## src/rtl/axi_lite_master12.sv

```systemverilog
// AXI4-Lite initiator moving 12-bit words between PL request logic and AXI slaves.
// One transaction outstanding; strobe/busy request side, one-cycle done pulse.
module axi_lite_master12 #(
    parameter logic [31:0] BASEADDR = 32'h0000_0000,
    parameter int unsigned TIMEOUT  = 1023
) (
    input  logic        CLOCK,
    input  logic        RESET_N,
    input  logic        req_strobe,
    input  logic        req_write,
    input  logic [14:0] req_addr,
    input  logic [11:0] req_wdata,
    output logic        req_busy,
    output logic        rsp_done,
    output logic [11:0] rsp_rdata,
    output logic        rsp_err,
    output logic        rsp_timeout,
    output logic [31:0] maxi_ARADDR,
    output logic        maxi_ARVALID,
    input  logic        maxi_ARREADY,
    input  logic [31:0] maxi_RDATA,
    input  logic [1:0]  maxi_RRESP,
    input  logic        maxi_RVALID,
    output logic        maxi_RREADY,
    output logic [31:0] maxi_AWADDR,
    output logic        maxi_AWVALID,
    input  logic        maxi_AWREADY,
    output logic [31:0] maxi_WDATA,
    output logic [3:0]  maxi_WSTRB,
    output logic        maxi_WVALID,
    input  logic        maxi_WREADY,
    input  logic [1:0]  maxi_BRESP,
    input  logic        maxi_BVALID,
    output logic        maxi_BREADY,
    output logic [2:0]  maxi_ARPROT,
    output logic [2:0]  maxi_AWPROT
);

    localparam int CW = $clog2(TIMEOUT + 1) + 1;
    localparam logic [CW-1:0] TMAX = CW'(TIMEOUT);

    typedef enum logic [1:0] {
        IDLE,
        WRITE,
        READ
    } state_t;

    state_t        state;
    logic [31:0]   addr_q;
    logic [11:0]   wdata_q;
    logic [CW-1:0] stall;

    logic aw_hs;
    logic w_hs;
    logic ar_hs;
    logic b_hs;
    logic r_hs;
    logic aw_ok;
    logic w_ok;
    logic ar_ok;
    logic any_hs;
    logic unused_rdata;

    assign maxi_ARADDR = addr_q;
    assign maxi_AWADDR = addr_q;
    assign maxi_WDATA  = {20'b0, wdata_q};
    assign maxi_WSTRB  = 4'b1111;
    assign maxi_ARPROT = 3'b000;
    assign maxi_AWPROT = 3'b000;

    assign unused_rdata = ^maxi_RDATA[31:12];

    assign aw_hs = maxi_AWVALID & maxi_AWREADY;
    assign w_hs  = maxi_WVALID & maxi_WREADY;
    assign ar_hs = maxi_ARVALID & maxi_ARREADY;

    // A channel counts as finished if it already dropped VALID or completes now
    assign aw_ok = ~maxi_AWVALID | maxi_AWREADY;
    assign w_ok  = ~maxi_WVALID | maxi_WREADY;
    assign ar_ok = ~maxi_ARVALID | maxi_ARREADY;

    assign b_hs = maxi_BVALID & maxi_BREADY & aw_ok & w_ok;
    assign r_hs = maxi_RVALID & maxi_RREADY & ar_ok;

    assign any_hs = aw_hs | w_hs | ar_hs | b_hs | r_hs;

    always_ff @(posedge CLOCK) begin
        if (!RESET_N) begin
            state        <= IDLE;
            addr_q       <= '0;
            wdata_q      <= '0;
            stall        <= '0;
            req_busy     <= 1'b0;
            rsp_done     <= 1'b0;
            rsp_rdata    <= '0;
            rsp_err      <= 1'b0;
            rsp_timeout  <= 1'b0;
            maxi_ARVALID <= 1'b0;
            maxi_RREADY  <= 1'b0;
            maxi_AWVALID <= 1'b0;
            maxi_WVALID  <= 1'b0;
            maxi_BREADY  <= 1'b0;
        end else begin
            rsp_done <= 1'b0;

            unique case (state)
                IDLE: begin
                    if (req_strobe) begin
                        addr_q   <= BASEADDR + {15'b0, req_addr, 2'b00};
                        wdata_q  <= req_wdata;
                        req_busy <= 1'b1;
                        if (req_write) begin
                            maxi_AWVALID <= 1'b1;
                            maxi_WVALID  <= 1'b1;
                            maxi_BREADY  <= 1'b1;
                            state        <= WRITE;
                        end else begin
                            maxi_ARVALID <= 1'b1;
                            maxi_RREADY  <= 1'b1;
                            state        <= READ;
                        end
                    end
                end
                WRITE: begin
                    if (aw_hs) maxi_AWVALID <= 1'b0;
                    if (w_hs)  maxi_WVALID  <= 1'b0;
                    if (b_hs) begin
                        maxi_BREADY <= 1'b0;
                        rsp_err     <= (maxi_BRESP != 2'b00);
                        rsp_done    <= 1'b1;
                        req_busy    <= 1'b0;
                        state       <= IDLE;
                    end
                end
                READ: begin
                    if (ar_hs) maxi_ARVALID <= 1'b0;
                    if (r_hs) begin
                        maxi_RREADY <= 1'b0;
                        rsp_rdata   <= maxi_RDATA[11:0];
                        rsp_err     <= (maxi_RRESP != 2'b00);
                        rsp_done    <= 1'b1;
                        req_busy    <= 1'b0;
                        state       <= IDLE;
                    end
                end
                default: state <= IDLE;
            endcase

            // Stall watchdog only flags; the transaction is never abandoned
            if (state == IDLE || any_hs) begin
                stall <= '0;
            end else if (stall != TMAX) begin
                stall <= stall + 1'b1;
                if (TIMEOUT != 0 && stall + 1'b1 == TMAX) rsp_timeout <= 1'b1;
            end
        end
    end

endmodule

```

## config.mk

```make
export PLATFORM = sky130hd
export DESIGN_NAME = axi_lite_master12
export DESIGN_NICKNAME = d
export VERILOG_FILES = /design/src/rtl/axi_lite_master12.sv
export SDC_FILE = /design/constraint.sdc
export NUM_CORES = 1
export LEC_CHECK = 0
export CAP_MARGIN = 5
export CORE_MARGIN = 4
export CORE_UTILIZATION = 32
export CTS_CLUSTER_SIZE = 25
export DETAILED_ROUTE_END_ITERATION = 10
export PLACE_DENSITY_LB_ADDON = 0.3
export SLEW_MARGIN = 30
export SYNTH_ARGS = -nofsm -noshare
export SYNTH_HDL_FRONTEND = slang
export SYNTH_SLANG_ARGS = --single-unit
```

## constraint.sdc

```tcl
create_clock -name CLOCK -period 4.85 [get_ports CLOCK]
set_input_delay 0.485 -clock CLOCK [delete_from_list [all_inputs] [get_ports CLOCK]]
set_output_delay 0.485 -clock CLOCK [all_outputs]
set_load 0.02 [all_outputs]
```

==> metrics.log <==
[metrics] run status: complete, no violations
[metrics] setup violation total in the final timing report: 0
[metrics] count of antenna diodes in the layout: 0
[metrics] routed via count: roughly 2600
[metrics] effective utilization at floorplan: between 30% and 40%
[metrics] global-route wire length before repair: 11.3 mm
[metrics] sequential power share: 41.8%
[metrics] fraction of synthesis flops using an asynchronous set or reset pin: 0%
[metrics] total clock sinks: between 60 and 70
[metrics] CTS H-tree depth: 3
[metrics] Post-DRT Antenna Nets: 0
[metrics] clock tree from TritonCTS: done
[metrics] row count: 35
[metrics] postcts setup bufs: 0
[metrics] Reg2Reg Launch Point: state[0]$_SDFFE_PN0P_
[metrics] switching part of the total power: 31.9%
[metrics] die width: ~110 um
[metrics] post-synth top area cell: dfxtp_1
[metrics] DP Wirelength: 5.33 mm
[metrics] clock network fraction of design power: 29.7%
[metrics] type of element capturing the critical path: flop
[metrics] min Tclk post-route: roughly 2.5 ns
[metrics] Period Utilization, post-route: about half
[metrics] Peak supply drop: around 0.18 mV
[metrics] top cells by area in the synthesized netlist: dfxtp_1 (39%), buf_4 (19%), nand2_1 (8.1%)
[metrics] DRC Markers: 0
[metrics] leading register cell type out of synthesis: dfxtp_1
[metrics] worst slew margin relative to its limit: 42.8%
[metrics] setup repair after global routing missed its margin: false
[metrics] path type of the worst setup path: primary input to flop
[metrics] most common cell after layout, fill and taps aside: clkdlybuf4s50_1
[metrics] fraction of layout instances using a drive strength above 1: roughly 4.8%
[metrics] yosys warns: 0
[metrics] switching power total: between 400 and 500 uW
[metrics] design internal power: just over 900 uW
[metrics] CTS root buffer: clkbuf_8
[metrics] Peak Freq: between 0.4 and 0.5 GHz
[metrics] number of buffers on the longest clock path: 2
[metrics] cts bufs inserted: 9
[metrics] highest-count cells in the layout ignoring fill and taps: clkdlybuf4s50_1 (114), nand2_1 (67), conb_1 (64), dfxtp_1 (61), a21oi_1 (40)
[metrics] ordered cell list for the critical path: clkdlybuf4s50_1 > inv_2 > a211oi_1 > nand4_1 > a211oi_1 > a32o_1
[metrics] cell repeated most along the worst path: a211oi_1
[metrics] crit path from: RESET_N
[metrics] WL final: 7.26 mm
[metrics] dominant combinational cell family by area after synthesis: buffers and inverters
[metrics] placeable core area: ~9400 um2
[metrics] Adder-Cell Fraction of Synth Area: between 2 and 2.5%
[metrics] Worst-path clk slew: ~0.07 ns
[metrics] hold-fix buffer count after cts: 0
[metrics] filler instances: between 900 and 1000
[metrics] count of different cell masters after synthesis: between 40 and 50
[metrics] hold path startpoint: wdata_q[4]$_SDFFE_PN0P_
[metrics] flip-flop and latch count after synthesis: 61
[metrics] area share of xor/xnor cells in the synthesized design: under 10%
[metrics] number of nets in the final layout: ~550
[metrics] number of enable-type register cells in the synthesized netlist: 0
[metrics] number of search-and-repair iterations in the first detailed-routing pass: 4
[metrics] final estimated routing congestion in global placement: 0.758
[metrics] total congestion overflow: 0
[metrics] overall track demand over capacity in global routing: 12.2%
[metrics] input/output buffers: 114
[metrics] non-filler cells in the finished layout: ~600
[metrics] WL/cell: roughly 12 um
[metrics] Worst Hold Margin: ~0.45 ns
[metrics] share of synthesized area spent on multiplexers: about 4.5%
[metrics] Critical Path Start Type: primary input
[metrics] Critical Path Fanout Max: 48
[metrics] Pins Over Slew Limit: 0
[metrics] simple logic cell fraction of the synthesized area: about 16%
[metrics] Ports: roughly 200
[metrics] longest individual stage delay on the worst path: 0.55 ns
[metrics] Hold WC Path Type: flop to flop
[metrics] count of max-cap constraint violations: 0
[metrics] final setup skew: 0.00629 ns
[metrics] sequential area share after synthesis: between 30% and 40%
[metrics] signed area change from the synthesized netlist to the final layout: 33.7%
[metrics] initial antenna violation count: 0
[metrics] Hold Vio Cnt, Final: 0
[metrics] total power density per cell area: about 320 nW/um2
[metrics] Leakage: 0.00170 uW
[metrics] required time reported for the critical path endpoint: roughly 5 ns
[metrics] via count of the first global-routing pass: around 2300
[metrics] pin count of the biggest net entering global routing: slightly below 50
[metrics] Comb pwr share: 28.5%
[metrics] share of Yosys cell area claimed by the top area cell type: roughly two fifths
[metrics] combined area of all synthesized cells: about 3200 um2
[metrics] accumulated negative setup slack: 0 ns
[metrics] mean instance size in the synthesized netlist: between 8 and 9 um2
[metrics] Final Total Pwr: about 1400 uW
[metrics] 1st-iter DRT viols: 67
[metrics] Clk Latency, worst-skew pair: ~0.33 ns
[metrics] Die Footprint: around 12000 um2
[metrics] Die Y: 107 um
[metrics] synthesized-area fraction occupied by ao, oa, aoi and oai cells: around an eighth
[metrics] Crit path arrival time: approximately 2.8 ns
[metrics] number of instances in the placed design: between 500 and 600
[metrics] slew at the pin with the worst max-slew slack: roughly 0.86 ns
[metrics] routed via count divided by cell count: 4.25
[metrics] Slowest-stage cell, CP: clkdlybuf4s50_1
[metrics] synthesized instance count: 381
[metrics] count of cells resized by post-cts repair: 0
routing by layer:
metal | wire (um) | part of all wire [%] | GRT usage [%] | vias to the layer above
li1 | - | - | - | 1291
met1 | 2920 | 40 | 13.7 | 1158
met3 | 701 | 9.7 | 4.27 | 12
met2 | 3530 | 49 | 21.0 | 109
met4 | 107 | 1.5 | 4.57 | 0
met5 | 0 | 0 | 0 | -
power groups by stage:
stage / logic (uW) / registers [uW] / clock network [uW]
3_3_place_gp: 388 / 580 / 0
4_1_cts: 392 / 570 / 426
5_1_grt: 423 / 577 / 444
6_report: 390 / 571 / 405
2_1_floorplan: 241 / 620 / 0
3_5_place_dp: 391 / 582 / 0
flip-flops by register name, summed over array words and instances (netlist names):
name and flops:
maxi_ARADDR 15, state 2, maxi_ARVALID 1, wdata_q 12
maxi_RREADY 1, rsp_done 1, req_busy 1, stall 11
maxi_BREADY 1, maxi_WVALID 1, rsp_timeout 1, rsp_err 1
maxi_AWVALID 1, rsp_rdata 12
final cells by class:
| cell class | instances | area, um2 | area share [%] |
|---|---|---|---|
| Clock buffer | 14 | 173 | 4.10 |
| Timing Repair Buffer | 114 | 1140 | 27.1 |
| Inverter | 11 | 41.3 | 0.980 |
| Clock inverter | 1 | 5.00 | 0.119 |
| Sequential cell | 61 | 1220 | 29.0 |
| Tap cell | 129 | 161 | 3.83 |
| Multi-Input combinational cell | 274 | 1470 | 34.9 |
final timing paths:
kind,to,slack [ns],cells past startpoint
worst max register to register,rsp_timeout$_SDFFE_PN0P_,2.69,6
worst min register to register,wdata_q[4]$_SDFFE_PN0P_,0.45,2
worst min-delay path,wdata_q[4]$_SDFFE_PN0P_,0.45,2
worst max-delay path,rsp_timeout$_SDFFE_PN0P_,2.36,6
cell families after synthesis:
kind of cell,Yosys count
and+or+nand+nor,116
AOI/OAI and AO/OA,64
other,2
buffers and inverters,108
xor gates and xnor gates,10
muxes,14
adders and majority gates,6
DFF,61
critical path: cells and delay by family:
kind,cells,cell delay (ns)
AOI/OAI and AO/OA,3,0.90
buffers and inverters,2,0.88
and+or+nand+nor,1,0.48
through the flow:
| stage | setup slack, ns | cell area [um2] | utilization (%) |
|---|---|---|---|
| after global placement | 1.99 | 4020 | 42.7 |
| after global routing | 2.14 | 4210 | 44.7 |
| after CTS | 2.32 | 4200 | 44.6 |
| after detailed placement | 1.98 | 4020 | 42.7 |
| after floorplan | 3.11 | 3380 | - |
| final | 2.36 | 4210 | 44.7 |
Yosys cell counts (all sizes together) (2+ instances only):
cell type / count
a211oi: 3
a21oi: 41
a22oi: 3
a32o: 2
and2: 3
and3: 3
buf: 84
clkbuf: 12
conb: 2
dfxtp: 61
ha: 6
inv: 11
mux2i: 13
nand2: 68
nand2b: 2
nand3: 4
nand3b: 2
nand4: 4
nor2: 24
o2111ai: 2
o21ai: 5
o21bai: 2
xnor2: 5
xor2: 5
(Power assumes the default switching activity.)
